### src/rtl/load_store_unit.sv
// load_store_unit
//   Memory-stage load/store unit. It turns byte/half/word loads and stores from
//   the EX/MEM register into aligned, word-addressed bus transactions with byte
//   enables. It stalls the pipeline until the bus acknowledges, then sign- or
//   zero-extends load data. Misaligned requests are flagged combinationally and
//   never reach the bus. A bus that does not answer within MAX_WAIT cycles
//   produces a one-cycle bus_err pulse.
//
// Ports
//   clk, rst                : clock (rising edge), synchronous active-low reset
//   mem_read, mem_write     : load / store request (store wins if both are high)
//   funct3, addr, wdata     : access size/sign, byte address, store data
//   rdata                   : registered, extended load result
//   stall                   : hold the upstream pipeline registers
//   misaligned              : combinational misaligned-access flag (IDLE only)
//   bus_err                 : registered one-cycle timeout pulse
//   bus_req, bus_we, bus_addr, bus_wdata, bus_be : registered bus request
//   bus_ack, bus_rdata      : bus completion and read word (same cycle)
module load_store_unit #(
    parameter int MAX_WAIT = 255
) (
    input  logic        clk,
    input  logic        rst,
    input  logic        mem_read,
    input  logic        mem_write,
    input  logic [2:0]  funct3,
    input  logic [31:0] addr,
    input  logic [31:0] wdata,
    output logic [31:0] rdata,
    output logic        stall,
    output logic        misaligned,
    output logic        bus_err,
    output logic        bus_req,
    output logic        bus_we,
    output logic [31:0] bus_addr,
    output logic [31:0] bus_wdata,
    output logic [3:0]  bus_be,
    input  logic        bus_ack,
    input  logic [31:0] bus_rdata
);

    typedef enum logic [1:0] {IDLE, REQ, DONE, ERR} state_t;

    // Access size derived from funct3[1:0]; 11 falls through to word.
    localparam logic [1:0] SZ_BYTE = 2'b00;
    localparam logic [1:0] SZ_HALF = 2'b01;

    // Last counter value before a timeout is declared.
    localparam logic [7:0] LAST_WAIT = 8'(MAX_WAIT - 1);

    state_t      state_q, state_d;
    logic [7:0]  cnt_q, cnt_d;
    logic        bus_req_q, bus_req_d;
    logic        bus_we_q, bus_we_d;
    logic [31:0] bus_addr_q, bus_addr_d;
    logic [31:0] bus_wdata_q, bus_wdata_d;
    logic [3:0]  bus_be_q, bus_be_d;
    logic        bus_err_q, bus_err_d;
    logic [31:0] rdata_q, rdata_d;
    logic [2:0]  f3_q, f3_d;
    logic [1:0]  off_q, off_d;

    logic        req;
    logic        is_mis;

    function automatic logic is_misaligned(input logic [2:0] f3, input logic [1:0] off);
        case (f3[1:0])
            SZ_BYTE: is_misaligned = 1'b0;
            SZ_HALF: is_misaligned = off[0];
            default: is_misaligned = (off != 2'b00);
        endcase
    endfunction

    function automatic logic [3:0] byte_enables(input logic [2:0] f3, input logic [1:0] off);
        case (f3[1:0])
            SZ_BYTE: byte_enables = 4'b0001 << off;
            SZ_HALF: byte_enables = 4'b0011 << off;
            default: byte_enables = 4'b1111;
        endcase
    endfunction

    // Replicate the store data across every lane so the enabled lanes always
    // carry the right bytes regardless of offset.
    function automatic logic [31:0] lane_wdata(input logic [2:0] f3, input logic [31:0] d);
        case (f3[1:0])
            SZ_BYTE: lane_wdata = {4{d[7:0]}};
            SZ_HALF: lane_wdata = {2{d[15:0]}};
            default: lane_wdata = d;
        endcase
    endfunction

    // Pick the addressed lane out of the bus word and extend it; funct3[2]
    // selects zero extension.
    function automatic logic [31:0] load_extend(input logic [2:0] f3, input logic [1:0] off,
                                                input logic [31:0] word);
        logic [31:0] sh;
        sh = word >> {off, 3'b000};
        case (f3[1:0])
            SZ_BYTE: load_extend = f3[2] ? {24'b0, sh[7:0]} : {{24{sh[7]}}, sh[7:0]};
            SZ_HALF: load_extend = f3[2] ? {16'b0, sh[15:0]} : {{16{sh[15]}}, sh[15:0]};
            default: load_extend = word;
        endcase
    endfunction

    assign req    = mem_read | mem_write;
    assign is_mis = is_misaligned(funct3, addr[1:0]);

    always_comb begin
        state_d     = state_q;
        cnt_d       = cnt_q;
        bus_req_d   = bus_req_q;
        bus_we_d    = bus_we_q;
        bus_addr_d  = bus_addr_q;
        bus_wdata_d = bus_wdata_q;
        bus_be_d    = bus_be_q;
        bus_err_d   = 1'b0;
        rdata_d     = rdata_q;
        f3_d        = f3_q;
        off_d       = off_q;
        stall       = 1'b0;
        misaligned  = 1'b0;

        case (state_q)
            IDLE: begin
                if (req) begin
                    if (is_mis) begin
                        misaligned = 1'b1;
                    end else begin
                        stall       = 1'b1;
                        bus_req_d   = 1'b1;
                        bus_we_d    = mem_write;
                        bus_addr_d  = {addr[31:2], 2'b00};
                        bus_be_d    = byte_enables(funct3, addr[1:0]);
                        bus_wdata_d = lane_wdata(funct3, wdata);
                        f3_d        = funct3;
                        off_d       = addr[1:0];
                        cnt_d       = 8'd0;
                        state_d     = REQ;
                    end
                end
            end
            REQ: begin
                stall = 1'b1;
                if (bus_ack) begin
                    bus_req_d = 1'b0;
                    if (!bus_we_q) begin
                        rdata_d = load_extend(f3_q, off_q, bus_rdata);
                    end
                    state_d = DONE;
                end else if (cnt_q == LAST_WAIT) begin
                    // bus_req has now been high for MAX_WAIT cycles.
                    bus_req_d = 1'b0;
                    bus_err_d = 1'b1;
                    if (!bus_we_q) begin
                        rdata_d = 32'd0;
                    end
                    state_d = ERR;
                end else begin
                    cnt_d = cnt_q + 8'd1;
                end
            end
            DONE:    state_d = IDLE;
            ERR:     state_d = IDLE;
            default: state_d = IDLE;
        endcase

        if (!rst) begin
            stall      = 1'b0;
            misaligned = 1'b0;
        end
    end

    always_ff @(posedge clk) begin
        if (!rst) begin
            state_q     <= IDLE;
            cnt_q       <= 8'd0;
            bus_req_q   <= 1'b0;
            bus_we_q    <= 1'b0;
            bus_addr_q  <= 32'd0;
            bus_wdata_q <= 32'd0;
            bus_be_q    <= 4'd0;
            bus_err_q   <= 1'b0;
            rdata_q     <= 32'd0;
            f3_q        <= 3'd0;
            off_q       <= 2'd0;
        end else begin
            state_q     <= state_d;
            cnt_q       <= cnt_d;
            bus_req_q   <= bus_req_d;
            bus_we_q    <= bus_we_d;
            bus_addr_q  <= bus_addr_d;
            bus_wdata_q <= bus_wdata_d;
            bus_be_q    <= bus_be_d;
            bus_err_q   <= bus_err_d;
            rdata_q     <= rdata_d;
            f3_q        <= f3_d;
            off_q       <= off_d;
        end
    end

    assign rdata     = rdata_q;
    assign bus_err   = bus_err_q;
    assign bus_req   = bus_req_q;
    assign bus_we    = bus_we_q;
    assign bus_addr  = bus_addr_q;
    assign bus_wdata = bus_wdata_q;
    assign bus_be    = bus_be_q;

endmodule

### config.mk
export PLATFORM = sky130hd
export DESIGN_NAME = load_store_unit
export DESIGN_NICKNAME = d
export VERILOG_FILES = /design/src/rtl/load_store_unit.sv
export SDC_FILE = /design/constraint.sdc
export NUM_CORES = 1
export LEC_CHECK = 0
export ABC_AREA = 1
export BUFFER_PORTS_ARGS = -buffer_cell sky130_fd_sc_hd__buf_2
export CORE_MARGIN = 2
export CORE_UTILIZATION = 40
export CTS_CLUSTER_SIZE = 28
export DETAILED_ROUTE_END_ITERATION = 8
export GPL_TIMING_DRIVEN = 0
export PLACE_DENSITY = 0.75
export SKIP_LAST_GASP = 1
export SLEW_MARGIN = 20
export SYNTH_ARGS = -nofsm -noshare
export SYNTH_HDL_FRONTEND = slang
export SYNTH_SLANG_ARGS = --single-unit
### constraint.sdc
create_clock -name clk -period 2.6 [get_ports clk]
set_clock_uncertainty 0.2 [all_clocks]
set_input_delay 0.26 -clock clk [delete_from_list [all_inputs] [get_ports clk]]
set_output_delay 0.26 -clock clk [all_outputs]
set_load 0.05 [all_outputs]
# Yosys cells after proc, flatten, opt, wreduce, memory -nomap -nowiden
# Cells that the tools add are included.
# word_totals
word_cells,78
inputBits,104
regBits,116
output_inout_bits,105
# classes
mux,34
reduce_logical,13
n_addsub,1
eq_ne,11
bitwise_logic,5
n_shift,3
# ops
op,count
$mux W32,6
$pmux W32 S2,2
$mux W8,4
$shr A32 B5 Y16,1
$pmux W8 S2,1
$mux W1,12
$reduce_and A3 Y1,3
$add A8 B1 Y8 const B,1
$eq A8 B8 Y1 const B,1
$mux W2,4
$ne A2 B2 Y1 const B,4
$pmux W4 S2,1
$eq A2 B1 Y1 const B,3
$logic_not A2 Y1,3
$pmux W1 S2,3
$pmux W2 S3,1
$reduce_bool A2 Y1,3
$reduce_and A5 Y1,1
$eq A2 B2 Y1 const B,2
$not A1 Y1,4
$reduce_and A4 Y1,1
$shl A1 B2 Y4 const A,1
$shl A2 B2 Y4 const A,1
$ne A3 B3 Y1 const B,1
other kinds (3),3

# Logic depth before layout (Yosys ltp)
# logic_depth
word_depth,6
ltp_mapped,11

# Least setup slack after synthesis
# Ideal clock, no wire load.
# synth_timing
path_type,input port to output port
startpoint,in rst
endpoint,out misaligned
path_buffers,2
setup_slack_ps,-137
arrival_ps,2277
cell_stages,4
cell_sequence,clkbuf_1 inv_1 clkbuf_1 nor4_1
# synth_between
elab_chain_cells,1
# synth_lines
element,line,rtl
start: declaration,23,"input logic rst,"
$mux W1,167,if (!rst) begin
end: declaration,31,"output logic misaligned,"
# No other way between the ends.

# Worst setup path after layout
# layout_timing
startpoint,in mem_write
endpoint,reg bus_wdata_q[18] (netlist: bus_wdata[18])
# layout_between
elab_chain_cells,2
# layout_lines
element,line,rtl
start: declaration,25,"input logic mem_write,"
$or A1 B1 Y1,105,assign req = mem_read | mem_write;
$reduce_and A3 Y1 (no source line),n/a,
end signal: assignment,192,bus_wdata_q <= bus_wdata_d;
end: declaration,56,"logic [31:0] bus_wdata_q, bus_wdata_d;"
# No other way between the ends.
# A chain may end at the register's enable or synchronous reset.

==> metrics.md <==
| Metric | Value |
|---|---|
| Required @ worst endpoint | `2750 ps` |
| Number of global-route vias before repair | `5945` |
| HP Class | `in -> reg` |
| Setup TNS | `0 ps` |
| PostCTS Resize Cnt | `0` |
| DIE HEIGHT | `120 um` |
| FMAX | `409 MHz` |
| Tmin final | `2450 ps` |
| Clk buf depth | `2` |
| Wire length per cell | `14.7 um` |
| GRT met1 Usage | `29.5%` |
| WL final | `18700 um` |
| Grt met2 use | `43.5%` |
| Via density | `5.05` |
| I/O pin count | `209` |
| Ratio of final minimum period to clock period | `94.1%` |
| Pwr/cell area | `740 mW/mm^2` |
| Slew HR | `54.0%` |
| Pint | `0.00377 W` |
| DIE AREA | `0.0145 sq mm` |
| Clk pwr share | `39.4%` |
| P_sw | `0.00204 W` |
| Die Wd | `120 um` |
| Register-to-Register Path Depth | `8` |
| Register bit total from synthesis | `116` |
| Total grt overflow | `0` |
| Warnings from Yosys | `0` |
| Core footprint | `0.0132 sq mm` |
| Worst setup EP type | `flop` |
| Drt drc | `0` |
| Worst-path clk slew | `50 ps` |
| Worst slew pin tran | `690 ps` |
| Post-DP HPWL | `13100 um` |
| Synth unique cells | `32` |
| Largest net degree at the start of global routing | `17` |
| Detail Route Antenna Nets | `0` |
| Grt met3 use | `8.73%` |
| Vias | `6404` |
| LEAKAGE | `3.72 nW` |
| Gate Count Post-Synth | `793` |
| Post-synth EDFFs | `0` |
| Area growth from synthesis to layout | `45.2%` |
| Root buffer cell | `clkbuf_16` |
| Sequential Power Share | `34.4%` |
| Crit path max fanout | `10` |
| Max-cap violation count | `0` |
| Register area share after synthesis | `42.9%` |
| Pre-antenna DRT Iters | `7` |
| CTS tree | `built` |
| Max VDD drop | `0.650 mV` |
| Fillers | `1244` |
| Avg Inst Size Synth | `6.82 sq um` |
| Antenna violations before repair | `1` |
| Async SR Flop Fraction | `0%` |
| Final hold slack | `30.1 ps` |
| Sink Count | `116` |
| Status | `complete, no violations` |
| Busiest grt layer | `met2` |
| Share of layout cells above drive strength 1 | `27.2%` |
| Placement Rows | `42` |
| RSZ-0062 raised after global routing | `no` |
| CP Data Arrival Time | `2600 ps` |
| Clk_lat worst skew | `410 ps` |
| Hold Path Stages | `5` |
| Iter 0 DRT Violations | `536` |
| Final hold vios | `0` |
| Tot GR Track Use | `25.7%` |
| Final Max Tran Viols | `0` |
| Setup crit start kind | `primary input` |
| Initial core utilization | `40.9%` |
| GP Congestion | `0.918` |
| Net Sw Frac | `35.0%` |
| Combinational share of power | `26.2%` |
| Setup CP Type | `in -> reg` |
| Fin nets | `1184` |
| First-pass GRT wire length | `29400 um` |
| Inserted Clock Buffers | `17` |
| Port bufs | `205` |
| H-tree Lvls | `4` |
| Most used DFF post-synth | `dfxtp_1` |
| # setup viols final | `0` |
| Mapped Area | `0.00541 sq mm` |
==> registers in the layout, indices dropped and copies added, names as in the netlist <==
name / cells
rdata: 32
bus_be: 4
state_q: 2
bus_err: 1
bus_req: 1
bus_addr: 30
f3_q: 3
bus_wdata: 32
bus_we: 1
off_q: 2
cnt_q: 8
==> Yosys cell counts, types with 3 or more instances <==
cell      instances  area share, %
nand2_1         196             14
nor2_1          120            8.3
dfxtp_1         116             43
a21oi_1          78            7.2
o21ai_0          71            6.6
nand3_1          43            4.0
inv_1            42            2.9
clkbuf_1         25            1.7
o211ai_1         15            2.1
buf_2            12            1.1
a21oi_2           9            1.5
inv_2             9           0.62
o21ai_1           8           0.74
buf_4             7           0.97
nand2_2           7           0.81
nand3_2           4           0.74
or2_1             4           0.46
a31oi_1           3           0.35
buf_1             3           0.21
buf_6             3           0.62
nor4_1            3           0.35
or2_2             3           0.35
==> cell type report <==
class / count / area, sq um / share of cell area [%]
multi-input cells: 577 / 2660 / 33.8
flip-flops and latches: 116 / 2320 / 29.6
repair buffers: 265 / 1630 / 20.7
clock buffers: 17 / 425 / 5.42
plain buffers: 50 / 251 / 3.20
well taps: 176 / 220 / 2.80
inverters: 51 / 191 / 2.44
clock inverters: 15 / 156 / 1.99
diodes: 2 / 5.00 / 0.0637
==> critical path, stage by stage <==
cell and delay (ps):
dlygate4sd3_1 540, buf_2 130, nor2_1 190, nor2_1 90, nand3_2 180, buf_1 410
nand3_1 120, o21ai_1 100, dlygate4sd3_1 570
==> per-layer routing <==
layer	share of wire, %	vias to the layer above
li1	-	3143
met1	40	2886
met2	47	316
met3	9.4	59
met4	3.6	0
met5	0	-
==> placed cells by master, fill, tap and decap left out, drive strengths merged <==
cell           n
o211ai        15
bufinv         2
clkbuf        42
conb           2
buf          230
or2            7
clkinvlp       2
nand2        204
o21ai         80
dlygate4sd3   60
xnor2          1
o21bai         1
and2           1
nor4           3
dfxtp        116
a21oi         87
nor2         123
ha             2
clkinv         8
nand3         47
inv           54
nand4          1
diode          2
a31oi          3
==> worst paths after layout <==
check / slack [ps] / to / from
min: 30 / bus_wdata[28]$_SDFFE_PN0P_ / wdata[28]
max: 150 / bus_wdata[18]$_SDFFE_PN0P_ / mem_write
max reg2reg: 350 / bus_wdata[18]$_SDFFE_PN0P_ / state_q[1]$_SDFFE_PN0P_
min reg2reg: 260 / rdata[31]$_SDFFE_PN0P_ / rdata[31]$_SDFFE_PN0P_
==> power by group through the flow <==
stage / Clock [W] / Sequential, W / Combinational (W)
2_1_floorplan: 0 / 0.00249 / 0.000559
3_3_place_gp: 0 / 0.00203 / 0.00142
3_5_place_dp: 0 / 0.00203 / 0.00142
4_1_cts: 0.00232 / 0.00200 / 0.00150
5_1_grt: 0.00240 / 0.00201 / 0.00164
6_report: 0.00229 / 0.00200 / 0.00152
==> cells by family after synthesis <==
group / after synthesis / share of synthesized area, %
AOI/OAI and AO/OA: 186 / 18.7
adders and majority gates: 2 / 0.462
and+or+nand+nor: 386 / 29.5
buffers and inverters: 101 / 8.19
DFF: 116 / 42.9
other: 1 / 0.0693
xor gates and xnor gates: 1 / 0.162
==> stage by stage <==
step	setup WS, ps	cell area (sq um)	utilization (%)	instances	total power, W
2_1_floorplan	421	5420	-	794	0.00305
5_1_grt	23.7	7850	59.3	1268	0.00605
3_5_place_dp	362	6670	50.3	1175	0.00346
3_3_place_gp	363	6670	50.3	1175	0.00344
6_report	152	7850	59.3	1269	0.00581
4_1_cts	165	7850	59.3	1267	0.00582
==> timing repair <==
action | in CTS | in global routing
hold buffers | 60 | 0
buffers inserted | 0 | 0
endpoints found under the hold margin | 58 | 0
Power figures use the tool's default switching activity.
